$ cat src/rtl/ours_jtag_req_arb.sv
// Round-robin arbiter sharing one JTAG request engine among N_REQ requesters, one read outstanding.
// Optional read-response timeout: define OURS_JTAG_REQ_ARB_TIMEOUT_EN.
module ours_jtag_req_arb #(
    parameter int N_REQ       = 2,
    parameter int JTAG_OP_W   = 2,
    parameter int JTAG_ADDR_W = 40,
    parameter int JTAG_DATA_W = 64,
    parameter int TIMEOUT_CYC = 1024
) (
    input  logic                           clk,
    input  logic                           rst,
    input  logic [N_REQ-1:0]               req_vld,
    output logic [N_REQ-1:0]               req_rdy,
    input  logic [N_REQ*JTAG_OP_W-1:0]     req_op,
    input  logic [N_REQ*JTAG_ADDR_W-1:0]   req_addr,
    input  logic [N_REQ*JTAG_DATA_W-1:0]   req_data,
    output logic [N_REQ-1:0]               rd_resp_vld,
    input  logic [N_REQ-1:0]               rd_resp_rdy,
    output logic [JTAG_DATA_W-1:0]         rd_resp_data,
    output logic                           rd_resp_err,
    output logic                           jtag_req_vld,
    input  logic                           jtag_req_rdy,
    output logic [JTAG_OP_W-1:0]           jtag_req_op,
    output logic [JTAG_ADDR_W-1:0]         jtag_req_addr,
    output logic [JTAG_DATA_W-1:0]         jtag_req_data,
    input  logic                           jtag_rd_resp_vld,
    output logic                           jtag_rd_resp_rdy,
    input  logic [JTAG_DATA_W-1:0]         jtag_rd_resp_data,
    output logic                           busy,
    output logic [$clog2(N_REQ)-1:0]       owner,
    output logic                           stray_resp
);
    localparam int IDX_W = $clog2(N_REQ);

    typedef enum logic [1:0] {IDLE, ISSUE, WAIT_RESP} state_t;

    state_t           state, state_nxt;
    logic [IDX_W-1:0] rr_ptr, win;
    logic             any_vld, accept, resp_hs, timed_out;

    // First valid requester at or after rr_ptr, wrapping.
    always_comb begin
        win     = '0;
        any_vld = 1'b0;
        for (int k = 0; k < N_REQ; k++) begin
            if (!any_vld && req_vld[(int'(rr_ptr) + k) % N_REQ]) begin
                any_vld = 1'b1;
                win     = IDX_W'((int'(rr_ptr) + k) % N_REQ);
            end
        end
    end

    assign accept       = (state == IDLE) && any_vld;
    assign busy         = (state != IDLE);
    assign jtag_req_vld = (state == ISSUE);

`ifdef OURS_JTAG_REQ_ARB_TIMEOUT_EN
    localparam int CNT_W = $clog2(TIMEOUT_CYC);
    logic [CNT_W-1:0] wait_cnt;

    // Held at zero outside WAIT_RESP so every read starts a fresh count.
    always_ff @(posedge clk or posedge rst) begin
        if (rst) begin
            wait_cnt  <= '0;
            timed_out <= 1'b0;
        end else if (state != WAIT_RESP) begin
            wait_cnt  <= '0;
            timed_out <= 1'b0;
        end else if (!timed_out && !resp_hs) begin
            if (wait_cnt == CNT_W'(TIMEOUT_CYC - 1))
                timed_out <= 1'b1;
            wait_cnt <= wait_cnt + 1'b1;
        end
    end
`else
    assign timed_out = 1'b0;
`endif

    always_comb begin
        state_nxt        = state;
        req_rdy          = '0;
        rd_resp_vld      = '0;
        rd_resp_data     = jtag_rd_resp_data;
        rd_resp_err      = 1'b0;
        jtag_rd_resp_rdy = 1'b1;
        resp_hs          = 1'b0;
        case (state)
            IDLE: begin
                if (any_vld) begin
                    req_rdy[win] = 1'b1;
                    state_nxt    = ISSUE;
                end
            end
            ISSUE: begin
                if (jtag_req_rdy)
                    state_nxt = jtag_req_op[0] ? IDLE : WAIT_RESP;
            end
            WAIT_RESP: begin
                if (timed_out) begin
                    // Synthetic error response; engine is back-pressured so a late reply lands as stray.
                    rd_resp_vld[owner] = 1'b1;
                    rd_resp_err        = 1'b1;
                    rd_resp_data       = '0;
                    jtag_rd_resp_rdy   = 1'b0;
                    if (rd_resp_rdy[owner])
                        state_nxt = IDLE;
                end else begin
                    rd_resp_vld[owner] = jtag_rd_resp_vld;
                    jtag_rd_resp_rdy   = rd_resp_rdy[owner];
                    resp_hs            = jtag_rd_resp_vld & rd_resp_rdy[owner];
                    if (resp_hs)
                        state_nxt = IDLE;
                end
            end
            default: state_nxt = IDLE;
        endcase
    end

    always_ff @(posedge clk or posedge rst) begin
        if (rst) begin
            state         <= IDLE;
            rr_ptr        <= '0;
            owner         <= '0;
            jtag_req_op   <= '0;
            jtag_req_addr <= '0;
            jtag_req_data <= '0;
            stray_resp    <= 1'b0;
        end else begin
            state <= state_nxt;
            if (accept) begin
                owner         <= win;
                rr_ptr        <= (int'(win) == N_REQ - 1) ? '0 : win + 1'b1;
                jtag_req_op   <= req_op[int'(win)*JTAG_OP_W +: JTAG_OP_W];
                jtag_req_addr <= req_addr[int'(win)*JTAG_ADDR_W +: JTAG_ADDR_W];
                jtag_req_data <= req_data[int'(win)*JTAG_DATA_W +: JTAG_DATA_W];
            end
            if (jtag_rd_resp_vld && state != WAIT_RESP)
                stray_resp <= 1'b1;
        end
    end
endmodule

$ cat config.mk
export PLATFORM = sky130hd
export DESIGN_NAME = ours_jtag_req_arb
export DESIGN_NICKNAME = d
export VERILOG_FILES = /design/src/rtl/ours_jtag_req_arb.sv
export SDC_FILE = /design/constraint.sdc
export NUM_CORES = 1
export LEC_CHECK = 0
export BUFFER_PORTS_ARGS = -buffer_cell sky130_fd_sc_hd__buf_4
export CAP_MARGIN = 10
export CORE_AREA = 10 10 170 172
export CTS_CLUSTER_DIAMETER = 50
export DETAILED_ROUTE_END_ITERATION = 12
export DIE_AREA = 0 0 180 182
export GPL_ROUTABILITY_DRIVEN = 0
export PLACE_DENSITY_LB_ADDON = 0.3
export SLEW_MARGIN = 20
export SYNTH_ARGS = -nofsm -noshare
export SYNTH_HDL_FRONTEND = slang
export SYNTH_SLANG_ARGS = --single-unit
$ cat constraint.sdc
create_clock -name clk -period 3.6 [get_ports clk]
set_clock_uncertainty 0.1 [all_clocks]
set_input_delay 0.72 -clock clk [delete_from_list [all_inputs] [get_ports clk]]
set_output_delay 0.72 -clock clk [all_outputs]
set_load 0.01 [all_outputs]
After elaboration in Yosys (flattened, before gate mapping)

Cells that the tools add are included.

Bits in registers: 111
Bits in latches: 0
RAM bits: 0
Bits in read-only memories: 0
Bits of input ports: 284
Output and inout bits: 180
Memories kept: 0

Add/subtract/negate cells: 2
Multipliers: 1
Div/mod/pow operators: 0
$lt $le $gt $ge: 6
Equal/unequal tests: 6
Shift-type cells: 3
Muxes and demuxes: 25
Bitwise operators: 3
Reductions and logical operators: 9

Operators with widths:

| cell                  | count |
|---|---|
| $shiftx A128 B8 Y64   | 1 |
| $shiftx A80 B8 Y40    | 1 |
| $mux W1               | 15 |
| $mux W2               | 7 |
| $lt A1 B2 Y1 const B  | 3 |
| $ne A2 B2 Y1 const B  | 3 |
| $pmux W2 S3           | 1 |
| $logic_and A1 B1 Y1   | 5 |
| $mul A1 B3 Y4 const B | 1 |
| $shiftx A4 B3 Y2      | 1 |
| $lt A2 B3 Y1 const B  | 1 |
| $reduce_and A3 Y1     | 1 |
| $add A1 B1 Y1 const B | 2 |
| $and A2 B2 Y2         | 1 |
| $demux W1 S1          | 2 |
| $eq A2 B1 Y1 const B  | 1 |
| $eq A2 B2 Y1 const B  | 1 |
| $ge A1 B1 Y1 const B  | 2 |
| $logic_not A2 Y1      | 1 |
| $ne A2 B1 Y1 const B  | 1 |
| $reduce_bool A2 Y1    | 1 |
| $and A1 B1 Y1         | 1 |
| $and A1 B1 Y1 const A | 1 |
| $logic_not A1 Y1      | 1 |

Logic depth before layout (Yosys ltp)

Depth in word-level cells: 13
Mapped depth: 7
Gate-level depth less buffers: 3

Worst setup path after synthesis

No wires, ideal clock.

Kind: input-to-output
Start point: input port req_vld[0]
End point: output port req_rdy[1]
Arrival: 1.381 ns
Required time: 2.780 ns
Slack: 1.399 ns
Cell stages on the path: 4
Buffers on the path: 2
Path through: nand2b_1 and3_1 buf_2 buf_1

Word-level cells in the longest chain between the ends: 12
Elaborated cells between the ends (all ways): 18
Those cells by class: 2 x order compare; 13 x mux; 3 x reduce/logical

Ends and longest elaborated chain:

| what                                                               | RTL line | source |
|---|---|---|
| from (decl)                                                        | 12       | `input logic [N_REQ-1:0] req_vld,` |
| $mux W1 (implied by the code) (2 in series)                        | 46       | `if (!any_vld && req_vld[(int'(rr_ptr) + k) % N_REQ]) begin` |
| $mux W1                                                            | 46       |  |
| $logic_not A1 Y1                                                   | 46       |  |
| $logic_and A1 B1 Y1                                                | 46       |  |
| $mux W1                                                            | 46       |  |
| $lt A1 B2 Y1 (implied by the code) or $ge A1 B1 Y1 (tied branches) | 90       | `req_rdy[win] = 1'b1;` |
| $logic_and A1 B1 Y1 (implied by the code)                          | 90       |  |
| $mux W1 (implied by the code)                                      | 90       |  |
| $demux W1 S1                                                       | 90       |  |
| $mux W2 *                                                          | 89       | `if (any_vld) begin` |
| $mux W2 *                                                          | 87       | `case (state)` |
| to (decl)                                                          | 13       | `output logic [N_REQ-1:0] req_rdy,` |

Mark *: on every way between the ends. The rest lies on a longest branch, timed or not. The select of a mux whose other input is x is not followed.

Final worst setup path

Start point: register state[0]
End point: output port req_rdy[0]

Word-level cells in the longest chain between the ends: 2

Ends and longest elaborated chain:

| what                   | RTL line | source |
|---|---|---|
| from (decl)            | 37       | `state_t state, state_nxt;` |
| from (signal assigned) | 129      | `state <= state_nxt;` |
| $logic_not A2 Y1       | 87       |  |
| $mux W2                | 87       |  |

Every way passes these cells.

==> impl_metrics.prom <==
# TYPE chip_impl_metric gauge
chip_impl_metric{name="detail_route.wl_per_cell",unit="µm"} 22.4
chip_impl_metric{name="grt.overflow.total",unit=""} 0
chip_impl_metric{name="core",unit="mm²"} 0.0256
chip_impl_info{name="most_common_library_cell_in_the_layout_ignoring_fill_and_taps",value="sky130_fd_sc_hd__buf_4"} 1
chip_impl_metric{name="final-instance-count-excl-fill",unit=""} 1041
chip_impl_metric{name="final_nets",unit=""} 985
chip_impl_metric{name="clock_insertion_delay_worst_skew",unit="ps"} 350
chip_impl_metric{name="seq_area_frac_synth",unit=""} 0.504
chip_impl_metric{name="placementRows",unit=""} 59
chip_impl_metric{name="yosys_warnings",unit=""} 0
chip_impl_info{name="rsz0062_at_grt",value="false"} 1
chip_impl_info{name="cts_root_buffer",value="sky130_fd_sc_hd__clkbuf_16"} 1
chip_impl_metric{name="io_pins",unit=""} 464
chip_impl_metric{name="initial_utilization",unit=""} 0.215
chip_impl_metric{name="yosys.cell_types.count",unit=""} 24
chip_impl_metric{name="max_slew_violations",unit=""} 0
chip_impl_metric{name="min_period_over_period",unit=""} 0.699
chip_impl_metric{name="globalRouteTotalUtil",unit=""} 0.134
chip_impl_metric{name="timing.critical_path.fanout_max",unit=""} 34
chip_impl_metric{name="synth.ff_latch_count",unit=""} 111
chip_impl_metric{name="timing.max_cap.violations",unit=""} 0
chip_impl_metric{name="drc",unit=""} 0
chip_impl_info{name="outcome",value="complete, no violations"} 1
chip_impl_metric{name="first_global_vias",unit=""} 5432
chip_impl_metric{name="vias",unit=""} 4978
chip_impl_metric{name="grt_max_degree",unit=""} 112
chip_impl_metric{name="post_synth_inst_count",unit=""} 462
chip_impl_metric{name="crit_arrival",unit="ps"} 1700
chip_impl_metric{name="final.min_clock_period",unit="ps"} 2520
chip_impl_info{name="top_usage_layer",value="met2"} 1
chip_impl_metric{name="dp_cells",unit=""} 1025
chip_impl_metric{name="final.setup.tns",unit="ps"} 0
chip_impl_metric{name="final-setup-viol-count",unit=""} 0
chip_impl_info{name="yosys.area.top_type",value="sky130_fd_sc_hd__dfrtp_1"} 1
chip_impl_metric{name="cts_repair_resize_count",unit=""} 0
chip_impl_metric{name="finalHoldViolCount",unit=""} 0
chip_impl_metric{name="irDropWorstVdd",unit="µV"} 370
chip_impl_metric{name="grt.met1_usage",unit=""} 0.155
chip_impl_metric{name="via_per_inst",unit=""} 4.78
chip_impl_metric{name="design_power_total",unit="mW"} 6.53
chip_impl_metric{name="maxSlewHeadroom",unit=""} 0.546
chip_impl_metric{name="layout-area-overhead-vs-synth",unit="%"} 47.1
chip_impl_metric{name="grt_use_met3",unit=""} 0.0557
chip_impl_info{name="setup.worst_path.end_class",value="output port"} 1
chip_impl_metric{name="post_cts.repair.setup_buffers",unit=""} 0
chip_impl_metric{name="post_cts_hold_buffer_count",unit=""} 0
chip_impl_metric{name="power-per-cell-area",unit="mW/mm²"} 806
chip_impl_metric{name="drive_gt1_frac",unit=""} 0.511
chip_impl_metric{name="netlist_area",unit="mm²"} 0.00551
chip_impl_metric{name="place.port_buffers",unit=""} 334
chip_impl_metric{name="drt_iter0_drc",unit=""} 289
chip_impl_metric{name="die_w",unit="µm"} 180
chip_impl_info{name="worst-setup-path-type",value="register to output port"} 1
chip_impl_info{name="cts_tree",value="done"} 1
chip_impl_info{name="synth_top_cells_by_area",value="sky130_fd_sc_hd__dfrtp_1, sky130_fd_sc_hd__a221o_1, sky130_fd_sc_hd__a21boi_0"} 1
chip_impl_info{name="worstHoldPathType",value="input port to asynchronous set/reset pin"} 1
chip_impl_metric{name="dpl.hpwl",unit="mm"} 16.6
chip_impl_metric{name="leakage_power_total",unit="nW"} 3.87
chip_impl_info{name="mostFrequentLayoutCells",value="sky130_fd_sc_hd__buf_4, sky130_fd_sc_hd__dfrtp_1, sky130_fd_sc_hd__a21boi_0, sky130_fd_sc_hd__a221o_1, sky130_fd_sc_hd__clkbuf_16"} 1
chip_impl_metric{name="routed_wirelength",unit="mm"} 23.3
chip_impl_metric{name="first_pass_grt_wire_length",unit="mm"} 34.8
chip_impl_metric{name="worstMarginPinSlew",unit="ps"} 681
chip_impl_metric{name="synth.avg_cell_area",unit="µm²"} 11.9
chip_impl_metric{name="worst-endpoint-required",unit="ps"} 2780
chip_impl_metric{name="clock_path_buffers",unit=""} 2
chip_impl_metric{name="cts-buffers-inserted",unit=""} 9
chip_impl_metric{name="cts_max_level",unit=""} 3
chip_impl_metric{name="max_frequency",unit="GHz"} 0.398
chip_impl_info{name="worst_setup_path_start_kind",value="register"} 1
chip_impl_metric{name="drtPass1Iterations",unit=""} 7
chip_impl_metric{name="die_area",unit="mm²"} 0.0328
chip_impl_metric{name="cts.sinks",unit=""} 111
chip_impl_metric{name="clkSlewWorstSetupHoldPaths",unit="ps"} 90
chip_impl_metric{name="postSynthNetCount",unit=""} 746
chip_impl_metric{name="synth_top_area_share",unit=""} 0.504
chip_impl_metric{name="antenna_found_initial",unit=""} 0
chip_impl_metric{name="grt_use_met2",unit=""} 0.218
chip_impl_metric{name="die_height",unit="µm"} 182
chip_impl_metric{name="antennaDiodeCount",unit=""} 0
chip_impl_metric{name="drt.antenna.violating_nets",unit=""} 0
## cell type report
cell class / instances / area [µm²]
inverters: 3 / 15.0
fillers: 2656 / 17500
clock buffers: 10 / 229
repair buffers: 341 / 2600
well taps: 335 / 419
multi-input cells: 235 / 2010
clock inverters: 6 / 62.6
flip-flops and latches: 111 / 2780
## cells in the mapped netlist (all sizes together)
master / instances
and2b: 1
or2: 1
dfrtp: 111
a221o: 106
nor2b: 1
inv: 3
a211oi: 1
a21boi: 106
a21o: 2
nand2: 5
nand2b: 1
o21ai: 1
conb: 1
nand3b: 1
clkbuf: 28
o21bai: 1
and3: 3
mux2i: 1
buf: 85
nor2: 3
## report_power, final
group	leakage, nW	internal, mW	switching, mW
Sequential	1.37	1.85	0.345
Clock	0.143	0.493	0.548
Combinational	2.35	1.73	1.57
## registers in the layout, summed over array words and instances, names as in the netlist
signal	cells
stray_resp	1
rr_ptr	1
jtag_req_op	2
jtag_req_addr	40
owner	1
state	2
jtag_req_data	64
## per-layer routing
layer	wire length, µm	vias to the layer above
li1	-	2203
met1	9240	2457
met2	11300	261
met3	2210	57
met4	607	0
met5	0	-
## final timing paths
check                           start                 to  slack, ps  cells past startpoint
min in group clk           stray_resp         stray_resp        400                      1
min reg2reg                stray_resp         stray_resp        400                      1
max reg2reg                  state[0]  jtag_req_data[46]       1500                      4
max in group asynchronous         rst  jtag_req_data[57]       2430                      3
min                               rst  jtag_req_data[61]        400                      3
max                          state[0]         req_rdy[0]       1080                      3
## stage by stage
step / util / setup slack, ps / hold WS, ps / instance area [µm²]
finish: 0.316 / 1080 / 396 / 8110
global route: 0.316 / 962 / 432 / 8110
CTS: 0.316 / 1010 / 399 / 8110
detailed placement: 0.305 / 1130 / 372 / 7820
global placement: 0.305 / 1120 / 372 / 7820
floorplan: - / 1400 / 343 / 5510
## kinds of logic (layout without fill, tap and decap cells)
logic type | Yosys count | after routing | share of synthesized area
buffers and inverters | 116 | 360 | 0.135
flip-flops | 111 | 111 | 0.504
AND/OR/NAND/NOR | 16 | 16 | 0.0150
multiplexers | 1 | 1 | 0.00182
AO/OA/AOI/OAI | 217 | 217 | 0.343
other | 1 | 1 | 0.000681
## critical path, stage by stage (launching register included)
cell	delay (ps)
sky130_fd_sc_hd__dfrtp_1	440
sky130_fd_sc_hd__nor2_4	170
sky130_fd_sc_hd__and3_4	520
sky130_fd_sc_hd__buf_4	210
No activity file was read; power rests on OpenSTA's default activity.
